<file path="src/rtl/tape_scope.sv">
// tape_scope: rolling strip display of the 1-bit cassette signal.
// The tape bit is sampled every SAMPLE_DIV clocks into a 256x1 ring buffer.
// The last 256 samples are drawn as a two-level trace in a band of the
// visible picture. The result is an 8-bit red intensity, to be ORed into R.
//
// Ports:
//   clk_video  video clock, all logic on the rising edge
//   reset      synchronous, active-high
//   ce_pix     pixel enable (pulses at least 3 clocks apart)
//   hblank     horizontal blank
//   vblank     vertical blank
//   tape_in    tape bit, asynchronous (synchronized internally)
//   en         display and capture enable
//   freeze     stops capture and keeps the displayed trace
//   color      red intensity, 8'h00 outside the strip
module tape_scope #(
   parameter int unsigned SAMPLE_DIV = 1024,
   parameter int unsigned X_START    = 64,
   parameter int unsigned Y_TOP      = 176,
   parameter int unsigned BAND_H     = 16
) (
   input  logic       clk_video,
   input  logic       reset,
   input  logic       ce_pix,
   input  logic       hblank,
   input  logic       vblank,
   input  logic       tape_in,
   input  logic       en,
   input  logic       freeze,
   output logic [7:0] color
);

   localparam int unsigned DW = (SAMPLE_DIV > 2) ? $clog2(SAMPLE_DIV) : 1;
   localparam int unsigned HW = 12;
   localparam int unsigned VW = 11;

   localparam logic [DW-1:0] DIV_MAX = DW'(SAMPLE_DIV - 1);
   localparam logic [HW-1:0] X_LO    = HW'(X_START);
   localparam logic [HW-1:0] X_HI    = HW'(X_START + 255);
   localparam logic [VW-1:0] Y_LO    = VW'(Y_TOP);
   localparam logic [VW-1:0] Y_HI    = VW'(Y_TOP + BAND_H - 1);

   typedef enum logic [1:0] {
      CLEAR = 2'd0,
      RUN   = 2'd1,
      HOLD  = 2'd2
   } state_t;

   state_t          state, state_nx;
   logic [1:0]      tape_sync;
   logic            tape_s;
   logic [7:0]      clr_cnt;
   logic [DW-1:0]   div;
   logic [7:0]      wr_ptr;
   logic [7:0]      start_ptr;
   logic            vblank_d, hblank_d;
   logic [HW-1:0]   hpos;
   logic [VW-1:0]   vline;

   logic            capture_on, sample_now;
   logic            we, wd;
   logic [7:0]      wa;
   logic            mem [0:255];
   logic [7:0]      col, rd_addr;
   logic            rd_data;
   logic            in_strip;

   logic            ce_d;
   logic            p_in, p_top, p_bot, p_first;
   logic            prev_s, prev_use, hit;
   logic [7:0]      pix;

   // tape synchronizer
   always_ff @(posedge clk_video) begin
      if (reset) tape_sync <= '0;
      else       tape_sync <= {tape_sync[0], tape_in};
   end
   assign tape_s = tape_sync[1];

   // state machine
   always_ff @(posedge clk_video) begin
      if (reset) state <= CLEAR;
      else       state <= state_nx;
   end

   always_comb begin
      state_nx = state;
      case (state)
         CLEAR:   if (clr_cnt == 8'hFF)   state_nx = RUN;
         RUN:     if (freeze || !en)      state_nx = HOLD;
         HOLD:    if (!freeze && en)      state_nx = RUN;
         default:                         state_nx = CLEAR;
      endcase
   end

   always_ff @(posedge clk_video) begin
      if (reset)               clr_cnt <= '0;
      else if (state == CLEAR) clr_cnt <= clr_cnt + 8'd1;
   end

   // The en/freeze inputs gate capture directly, so capture stops on the
   // same edge that they change, before the state register catches up.
   assign capture_on = (state == RUN) && en && !freeze;
   assign sample_now = capture_on && (div == DIV_MAX);

   always_ff @(posedge clk_video) begin
      if (reset) begin
         div    <= '0;
         wr_ptr <= '0;
      end else if (capture_on) begin
         if (div == DIV_MAX) begin
            div    <= '0;
            wr_ptr <= wr_ptr + 8'd1;
         end else begin
            div <= div + 1'b1;
         end
      end
   end

   // single write port shared between clear and sampler
   always_comb begin
      we = (state == CLEAR) || sample_now;
      wa = (state == CLEAR) ? clr_cnt : wr_ptr;
      wd = (state == CLEAR) ? 1'b0 : tape_s;
   end

   // read-before-write: a same-address read returns the old entry
   always_ff @(posedge clk_video) begin
      if (we) mem[wa] <= wd;
      rd_data <= mem[rd_addr];
   end

   // frame snapshot and raster position
   always_ff @(posedge clk_video) begin
      if (reset) begin
         vblank_d  <= 1'b0;
         hblank_d  <= 1'b0;
         start_ptr <= '0;
         hpos      <= '0;
         vline     <= '0;
      end else begin
         vblank_d <= vblank;
         hblank_d <= hblank;
         if (vblank && !vblank_d) start_ptr <= wr_ptr;
         if (hblank)      hpos <= '0;
         else if (ce_pix) hpos <= hpos + 1'b1;
         if (vblank)                    vline <= '0;
         else if (hblank && !hblank_d)  vline <= vline + 1'b1;
      end
   end

   assign col      = 8'(hpos - X_LO);
   assign rd_addr  = start_ptr + col;
   assign in_strip = (vline >= Y_LO) && (vline <= Y_HI) &&
                     (hpos >= X_LO) && (hpos <= X_HI) && !hblank && !vblank;

   // stage 1: address issued on ce_pix, row/column flags kept alongside
   always_ff @(posedge clk_video) begin
      if (reset) begin
         ce_d    <= 1'b0;
         p_in    <= 1'b0;
         p_top   <= 1'b0;
         p_bot   <= 1'b0;
         p_first <= 1'b0;
      end else begin
         ce_d <= ce_pix;
         if (ce_pix) begin
            p_in    <= in_strip;
            p_top   <= (vline == Y_LO);
            p_bot   <= (vline == Y_HI);
            p_first <= (col == 8'd0);
         end
      end
   end

   // stage 2: pixel rule; column 0 compares against itself (no edge)
   always_comb begin
      prev_use = p_first ? rd_data : prev_s;
      hit      = (rd_data && p_top) || (!rd_data && p_bot) || (rd_data != prev_use);
      pix      = hit ? 8'hFF : 8'h30;
   end

   always_ff @(posedge clk_video) begin
      if (reset)     prev_s <= 1'b0;
      else if (ce_d) prev_s <= rd_data;
   end

   always_ff @(posedge clk_video) begin
      if (reset || (state == CLEAR) || !en || hblank || vblank)
         color <= 8'h00;
      else if (ce_d)
         color <= p_in ? pix : 8'h00;
   end

endmodule

</file>
<file path="config.mk">
export PLATFORM = sky130hd
export DESIGN_NAME = tape_scope
export DESIGN_NICKNAME = d
export VERILOG_FILES = /design/src/rtl/tape_scope.sv
export SDC_FILE = /design/constraint.sdc
export NUM_CORES = 1
export LEC_CHECK = 0
export BUFFER_PORTS_ARGS = -buffer_cell sky130_fd_sc_hd__buf_2
export CORE_MARGIN = 3
export CORE_UTILIZATION = 50
export DETAILED_ROUTE_END_ITERATION = 7
export GPL_TIMING_DRIVEN = 1
export PLACE_DENSITY = 0.64
export SLEW_MARGIN = 20
export SYNTH_ARGS = -nofsm -noshare
export SYNTH_HDL_FRONTEND = slang
export SYNTH_SLANG_ARGS = --single-unit
</file>
<file path="constraint.sdc">
create_clock -name clk_video -period 5.3 [get_ports clk_video]
set_input_delay 1.06 -clock clk_video [delete_from_list [all_inputs] [get_ports clk_video]]
set_output_delay 1.06 -clock clk_video [all_outputs]
set_load 0.05 [all_outputs]
</file>
Yosys cells after proc, flatten, opt, wreduce, memory -nomap -nowiden
Memories as Yosys holds them, arrays and structs flattened. A register that Yosys moved wholly into a read port is not among the register bits. Cells that the tools add are included.

$add $sub $neg: 7. Magnitude comparators: 4. Eq/ne operators: 10. Mux-type cells: 12. Reduce and logical (&&, ||, !) cells: 34.

Operator list (count): $mux W8 (3); $eq A11 B8 Y1 const B (2); $add A8 B1 Y8 const B (2); $logic_and A1 B1 Y1 (13); $add A12 B1 Y12 const B (1); $ge A12 B7 Y1 const B (1); $le A12 B9 Y1 const B (1); $add A11 B1 Y11 const B (1); $ge A11 B8 Y1 const B (1); $le A11 B8 Y1 const B (1); $add A10 B1 Y10 const B (1); $eq A10 B10 Y1 const B (1); $mux W10 (1); $add A8 B8 Y8 (1); $eq A8 B8 Y1 const B (1); $logic_not A8 Y1 (1); $logic_or A1 B1 Y1 (8); $sub A8 B7 Y8 const B (1); $logic_not A1 Y1 (7); $mux W2 (3); $ne A2 B2 Y1 const B (3); $pmux W2 S3 (1); $mux W1 (4); $reduce_or A2 Y1 (2); 6 further kinds (6).

Bits in registers: 77. Bits in writable memories: 256. Input port bits: 8. Output and inout port bits: 8. Logic and storage cells: 85. Memories: 1.

Memory list: mem (words 256, bits a word 1, rd ports 1, clocked after Yosys merged registers in 1, wr ports 1, line 63) `logic mem [0:255];`.

Depth between registers and ports, before layout
Gate-level depths: netlist of the first run.

Depth in word-level cells: 7. Mapped depth: 14. Depth with buffers taken out: 11.

Worst setup path after synthesis of the first run
OpenSTA, ideal clock, no wires.

Path type: register to register. Start point: register state[0]. End point: memory mem[0] (data pin). Library setup time: 0.869 ns. Arrival time: 4.266 ns. Required time: 4.431 ns. Setup slack: 0.165 ns. Cell stages (with the launch flop): 5. Buffers on the path: 2. Clock period less this slack: 5.135 ns. Cells stage by stage: dfxtp_1 > or2_2 > clkbuf_1 > clkbuf_1 > and2_1.

Cells in the longest elaborated chain, start to end: 2.

RTL lines: from (decl) (line 49) `state_t state, state_nx;`; from (signal assigned) (line 83) `else state <= state_nx;`; $logic_not A2 Y1 (line 124) `wd = (state == CLEAR) ? 1'b0 : tape_s;`; $mux W1 (line 124); net wd (line 61) `logic we, wd;`; to (decl) (line 63).

The timed path passes the listed nets, and every way through them passes these cells.

Worst setup path after layout of the first run
Start point: register hpos[0]. End point: register rd_data, read port of mem.

Cells in the longest elaborated chain, start to end: 2.

RTL lines: from (decl) (line 57) `logic [HW-1:0] hpos;`; from (signal assigned) (line 146) `else if (ce_pix) hpos <= hpos + 1'b1;`; $sub A8 B7 Y8 (line 152) `assign col = 8'(hpos - X_LO);`; $add A8 B8 Y8 (line 153) `assign rd_addr = start_ptr + col;`; to (decl) (line 65) `logic rd_data;`.

No other way between the ends. A chain may end at the register's enable or synchronous reset.

==> summary.txt, run 1 <==
Outcome
  – Status: completed

Timing
  – Period minus WS final: 4.139 ns
  – Final Skew: 0.01183 ns
  – Fmax: 241.6 MHz
  – Setup TNS: 0 ns
  – Setup Viol. Count Final: 0
  – Least-Margin Pin Slew: 1.032 ns
  – Slew Viols, Final: 0
  – Fin crit share: 78.09%
  – Slew HR: 31.00%
  – Final hold viol count: 0
  – RSZ-0062 raised after global routing: false

Power and ir drop
  – Maximum vdd ir drop: 0.1941 mV
  – Logic pwr share: 2.8%
  – Register share of total power: 52.1%
  – Clock Power Share: 45.1%
  – Leak: 6.612 nW
  – Power Internal: 4.192 mW
  – Sw frac: 20.53%
  – Switch Pwr: 1.083 mW
  – P per Cell Area: 317.0 mW/mm^2

Synthesis
  – Async SR Flop Fraction: 0%
  – Ranking of synthesized cells by area: edfxtp_1, dfxtp_1, mux2i_1
  – Main synth FF type: edfxtp_1
  – Number of distinct library cells after synthesis: 56
  – Synth area leader: edfxtp_1
  – YS warnings: 0
  – Post-Syn Area: 0.01521 mm^2
  – Post-synth EDFFs: 256
  – Share of the synthesized area in the top cell type: 50.54%
  – Avg Cell Area, Syn: 11.25 um^2
  – Register bit total from synthesis: 328
  – Gate Count Post-Synth: 1,352
  – Post-synthesis sequential area ratio: 60.02%
  – Synth Net Count: 1,378

Routing
  – DR WL/cell: 19.97 um
  – Final wirelength: 34,680 um
  – Starting DRT DRC Count: 853
  – DR pass1 iterations: 6
  – DRC: 0
  – Via density per instance: 5.788
  – Final ANT Viol Nets: 0
  – Via count: 10,050

Clock network
  – CTS Hold Buffers Added: 0
  – Htree depth: 2
  – Num CTS Buffers: 36
  – CTS tree: done
  – Clk slew on worst S/H paths: 0.06 ns
  – CTS sink count: 328
  – Clk Latency, worst-skew pair: 0.51 ns
  – Root buffer cell: clkbuf_16
  – Post-CTS setup buffers: 0
  – Max Root-Sink Buffers: 3
  – Post-CTS resize count: 0

Global route
  – Initial antenna violation count: 0
  – Gr usage total: 21.09%
  – Largest net degree at the start of global routing: 257
  – First-pass GRT wire length: 54,550 um
  – Overflow after GRT: 0
  – Vias in the first global route: 9,861

Placed design
  – Final Wtd Congestion: 0.7958
  – DP Area: 0.01552 mm^2
  – Hpwl dp: 19,790 um
  – Port-buffer cells: 15
  – Placed Instances: 1,677

Critical path
  – CP max FO: 29
  – Register-to-register path setup slack: 1.16 ns
  – Crit Reg-Reg Startpoint: hpos[0]
  – WP data required: 5.68 ns
  – Critical path class: register to register
  – Worst r2r path cells: 11
  – CP arrival: 4.52 ns
  – R2R Path End: rd_data
  – CP Capture Type: register
  – Crit path launch type: register

Floorplan
  – Die area: 0.03255 mm^2
  – Die width: 180.4 um
  – Area of the core: 0.02980 mm^2
  – Std cell rows: 63
  – Die Span Y: 180.4 um
  – I/O pins: 16
  – Initial Util: 51.05%

Layout
  – Core Util, Final: 55.84%
  – Commonest non-fill, non-tap cells in the layout: nor2_1, edfxtp_1, mux2i_1, nand3_1, dfxtp_1
  – Fin cells: 1,737
  – Post-layout instance area: 0.01664 mm^2
  – N_diodes: 0
  – Final nets: 1,351
  – # fillers: 2,555
  – Area growth from synthesis to layout: 9.386%
  – Layout cell share with drive strength beyond 1: 9.131%
  – Commonest non-fill, non-tap cell in the layout: nor2_1

Hold path
  – Hold Startpoint: tape_sync[0]
  – Worst Hold Class: register to register
  – Hold EP: tape_sync[1]
  – Hold path depth: 1

Job
  – Max-Cap Viols: 0
## registers in the layout (all words and copies together), names as in the netlist, 2 cells and up
| signal | count |
|---|---|
| hpos | 12 |
| div | 10 |
| state | 2 |
| clr_cnt | 8 |
| color | 2 |
| wr_ptr | 8 |
| vline | 11 |
| mem | 256 |
| start_ptr | 8 |
| tape_sync | 2 |
## cell type report
| cell class | count | area [um^2] | share of cell area, % |
|---|---|---|---|
| clock buffers | 45 | 985.9 | 5.926 |
| flip-flops and latches | 328 | 9129 | 54.87 |
| repair buffers | 28 | 222.7 | 1.339 |
| well taps | 390 | 488.0 | 2.933 |
| multi-input cells | 914 | 5624 | 33.80 |
| clock inverters | 15 | 123.9 | 0.7445 |
| inverters | 17 | 63.81 | 0.3835 |
## through the flow
step           setup slack, ns  power (mW)  hold slack [ns]
2_1_floorplan           0.1650       2.905           0.4138
3_3_place_gp             1.115       2.950           0.4205
3_5_place_dp             1.225       2.952           0.4279
4_1_cts                  1.167       5.317           0.4457
5_1_grt                 0.8841       5.432           0.4519
6_report                 1.161       5.275           0.4411
## per-layer routing
metal / track usage, % / part of all wire, %
met3: 3.028 / 5.5
met5: 0 / 0
met4: 5.005 / 1.9
met2: 35.66 / 48
met1: 29.08 / 44
## critical path: stages (launching register included)
cell and delay [ns]:
dfxtp_1 0.44, ha_2 0.24, inv_1 0.06, fa_4 0.50
xor2_4 0.81, nand2_1 0.60, o22ai_1 0.32, a211oi_1 0.09
a2111oi_0 0.46, a2111oi_0 0.12, a21oi_1 0.23, mux2i_1 0.12
## cells in the mapped netlist, drive strengths merged, types with 2 or more instances
master,count
a2111oi,14
inv,16
o211ai,3
and3,6
mux2,18
xor2,29
o2111ai,9
nand3,112
or3,7
ha,17
nand2b,5
a211oi,3
a32oi,2
nor3,2
a21oi,19
o21ai,10
nand2,70
a211o,2
mux2i,130
nor4,7
dfxtp,72
edfxtp,256
o22ai,6
a21o,2
clkbuf,54
xnor2,20
nand3b,10
o31ai,4
nand4,39
or2,4
nor2b,19
nor2,332
buf,39
a31oi,2
## cell families after synthesis
kind of cell / after synthesis / synth area share, %
compound gates: 81 / 3.908
mux: 148 / 9.888
fa+ha+maj: 18 / 1.530
xor+xnor: 49 / 2.822
simple gates: 618 / 18.52
buf+inv: 110 / 3.315
flops: 328 / 60.02
## power by group through the flow
stage	sequential (mW)	clock, mW	combinational [mW]
detailed placement	2.80	0	0.148
CTS	2.75	2.42	0.148
global placement	2.80	0	0.147
global route	2.75	2.52	0.160
finish	2.75	2.38	0.148
floorplan	2.80	0	0.103
## worst max-delay path by stage
stage,startpoint,to,slack (ns),cells past startpoint
global placement,hpos[0],rd_data,1.12,11
finish,hpos[0],rd_data,1.16,11
floorplan,state[0],mem[0],0.16,4
detailed placement,hpos[0],rd_data,1.23,11
CTS,hpos[0],rd_data,1.17,11
global route,hpos[0],rd_data,0.88,11
Note: power is estimated with default switching activity, not from simulation.
==> run 2, diff against run 1 <==
--- a/config.mk
+++ b/config.mk
@@ -5,6 +5,7 @@
 export SDC_FILE = /design/constraint.sdc
 export NUM_CORES = 1
 export LEC_CHECK = 0
+export ABC_AREA = 1
 export BUFFER_PORTS_ARGS = -buffer_cell sky130_fd_sc_hd__buf_2
 export CORE_MARGIN = 3
 export CORE_UTILIZATION = 50
==> constraint.sdc (replaced) <==
create_clock -name clk_video -period 3.64 [get_ports clk_video]
set_input_delay 0.728 -clock clk_video [delete_from_list [all_inputs] [get_ports clk_video]]
set_output_delay 0.728 -clock clk_video [all_outputs]
set_load 0.05 [all_outputs]
==> run 2 against run 1 <==
  * Critical path depth grew 4
  * Maximum frequency grew 43%
  * Sequential cell count is the same
  * Via count grew 17%
  * Sequential share of layout area shrank 1.8 points
  * Critical path type unchanged
  * Worst setup slack lost 0.41 ns
  * Largest power group unchanged
==> summary.txt, run 2 <==
Layout
  – Layout cell share with drive strength beyond 1: 5.889%
  – Area growth from synthesis to layout: 10.54%
  – Sequential Area: 0.009129 mm^2
  – Biggest regs: mem: 256 flops, hpos: 12 flops, vline: 11 flops
  – Multi-input logic area: 0.005398 mm^2
  – N_diodes: 0
  – Commonest non-fill, non-tap cells in the layout: nand2_1, nor2_1, edfxtp_1, inv_1, nand3_1
  – Largest register FFs: 256
  – Commonest non-fill, non-tap cell in the layout: nand2_1
  – # fillers: 2,738
  – Final nets: 1,831
  – Most flops, register: mem

Power and ir drop
  – Maximum vdd ir drop: 0.3860 mV
  – P per Cell Area: 492.1 mW/mm^2
  – Leak: 6.823 nW
  – Total power: 8.470 mW

Synthesis
  – Synth Area in XOR/XNOR: 0.5625%
  – Most frequent cells after synthesis: nand2_1, nor2_1, edfxtp_1
  – Synth Net Count: 1,855
  – Avg Cell Area, Syn: 8.513 um^2
  – Gate Count Post-Synth: 1,829
  – Synth Area in Simple Gates: 27.43%
  – Share of the synthesized area in the top cell type: 49.37%
  – Register bit total from synthesis: 328
  – Async SR Flop Fraction: 0%
  – Mux contribution to synthesized area: 0%
  – Ranking of synthesized cells by area: edfxtp_1, nand2_1, dfxtp_1
  – YS warnings: 0
  – Synth area leader: edfxtp_1
  – Main combinational cell family by area after synthesis: simple AND/OR/NAND/NOR gates
  – Post-synth EDFFs: 256
  – Post-Syn Area: 0.01557 mm^2
  – Main synth FF type: edfxtp_1
  – Number of distinct library cells after synthesis: 38
  – Top-count cell post-synth: nand2_1
  – Post-synthesis sequential area ratio: 58.63%
  – Synth Area in Compound Gates: 4.990%
  – Post-Synth Adder-Cell Area: 1.495%

Critical path
  – CP max FO: 28
  – Worst-path cell chain: ha_4 > inv_1 > fa_2 > inv_2 > buf_12 > nand3_1 > nand2_1 > nand2_1 > nand3_1 > nand3_1 > nand3_1 > nand3_1 > nand2_1 > nand2_1 > nand2_1
  – CP top delay family: simple AND/OR/NAND/NOR gates
  – Register-to-register path setup slack: 0.75 ns
  – Worst path bufs/invs: 3
  – CP max-delay cell: fa_2
  – CP Capture Type: register
  – Slowest Stage Delay on Critical Path: 0.45 ns
  – Critical path class: register to register
  – Crit path launch type: register
  – CP arrival: 3.34 ns
  – WP data required: 4.09 ns

Clock network
  – Num CTS Buffers: 38
  – CTS Hold Buffers Added: 0
  – Htree depth: 2
  – Post-CTS resize count: 0
  – Root buffer cell: clkbuf_16
  – Max Root-Sink Buffers: 3
  – CTS tree: done
  – Clk slew on worst S/H paths: 0.06 ns
  – Post-CTS setup buffers: 0
  – Clk Latency, worst-skew pair: 0.52 ns
  – CTS sink count: 328

Timing
  – Least-Margin Pin Slew: 1.073 ns
  – Slew HR: 28.47%
  – Setup TNS: 0 ns
  – Fin crit share: 79.32%
  – Setup Viol. Count Final: 0
  – Slew Viols, Final: 0
  – Hold Slack: 0.4109 ns
  – Final hold viol count: 0
  – Period minus WS final: 2.887 ns
  – Final Skew: 0.01139 ns
  – RSZ-0062 raised after global routing: false
  – Fmax: 346.3 MHz

Routing
  – Via density per instance: 5.308
  – Starting DRT DRC Count: 1,093
  – Final ANT Viol Nets: 0
  – DRC: 0
  – Via count: 11,810
  – DR WL/cell: 16.16 um
  – Final wirelength: 35,940 um
  – DR pass1 iterations: 5

Global route
  – Initial antenna violation count: 0
  – Overflow after GRT: 0
  – Largest net degree at the start of global routing: 257
  – Gr usage total: 21.83%
  – Vias in the first global route: 11,380
  – First-pass GRT wire length: 58,130 um

Placed design
  – Final Wtd Congestion: 0.8144
  – Hpwl dp: 20,980 um
  – Port-buffer cells: 15

Floorplan
  – Die width: 182.5 um
  – Die area: 0.03329 mm^2
  – Area of the core: 0.03019 mm^2
  – Die Span Y: 182.5 um
  – I/O pins: 16
  – Std cell rows: 63
  – Initial Util: 51.57%

Outcome
  – Status: completed

Hold path
  – Worst Hold Class: register to register

Job
  – Max-Cap Viols: 0
==> run 2: layer usage <==
metal	global-route usage (%)	share of wire (%)	wire (um)
met1	29.55	44	15640
met2	36.41	48	17080
met3	3.329	6.2	2212
met4	6.886	2.8	1015
met5	0	0	0
==> run 2: report_power, final <==
group	switching (mW)	leakage, nW	internal (mW)
clock network	1.45	0.599	2.31
registers	0.0149	3.25	4.01
logic	0.494	2.98	0.200
total	1.96	6.82	6.51
==> run 2: cells by family after synthesis <==
kind of cell,Yosys count
AND/OR/NAND/NOR,1057
flip-flops,328
buffers and inverters,271
AO/OA/AOI/OAI,145
adder cells (fa/ha/maj),18
XOR/XNOR,10
==> run 2: final cells by class <==
| cell class | instances | share of cell area, % |
|---|---|---|
| clock buffers | 56 | 6.404 |
| clock inverters | 13 | 0.7851 |
| inverters | 172 | 3.758 |
| multi-input cells | 1230 | 31.36 |
| flip-flops and latches | 328 | 53.04 |
| well taps | 390 | 2.835 |
| repair buffers | 35 | 1.817 |
==> run 2: final timing paths <==
kind,from,end,depth (start not counted)
hold reg to reg,tape_sync[0],tape_sync[1],2
setup reg to reg,hpos[0],rd_data,15
hold / removal,tape_sync[0],tape_sync[1],2
setup / recovery,hpos[0],rd_data,15
==> run 2: stage by stage <==
stage               setup slack, ns  std cells  util (%)  cell area (um^2)
floorplan                    0.3891       1829         -             15580
global placement             0.5814       2155     52.91             15970
detailed placement           0.5428       2155     52.91             15970
CTS                          0.7702       2224     57.01             17210
global route                 0.5151       2224     57.01             17210
finish                       0.7526       2224     57.01             17210
==> run 2: worst register-to-register path, stage by stage (launching register included) <==
cell and delay, ns:
dfxtp_1 0.43, ha_4 0.18, inv_1 0.05, fa_2 0.45, inv_2 0.40, buf_12 0.27
nand3_1 0.12, nand2_1 0.08, nand2_1 0.05, nand3_1 0.19, nand3_1 0.16, nand3_1 0.14
nand3_1 0.08, nand2_1 0.11, nand2_1 0.06, nand2_1 0.07
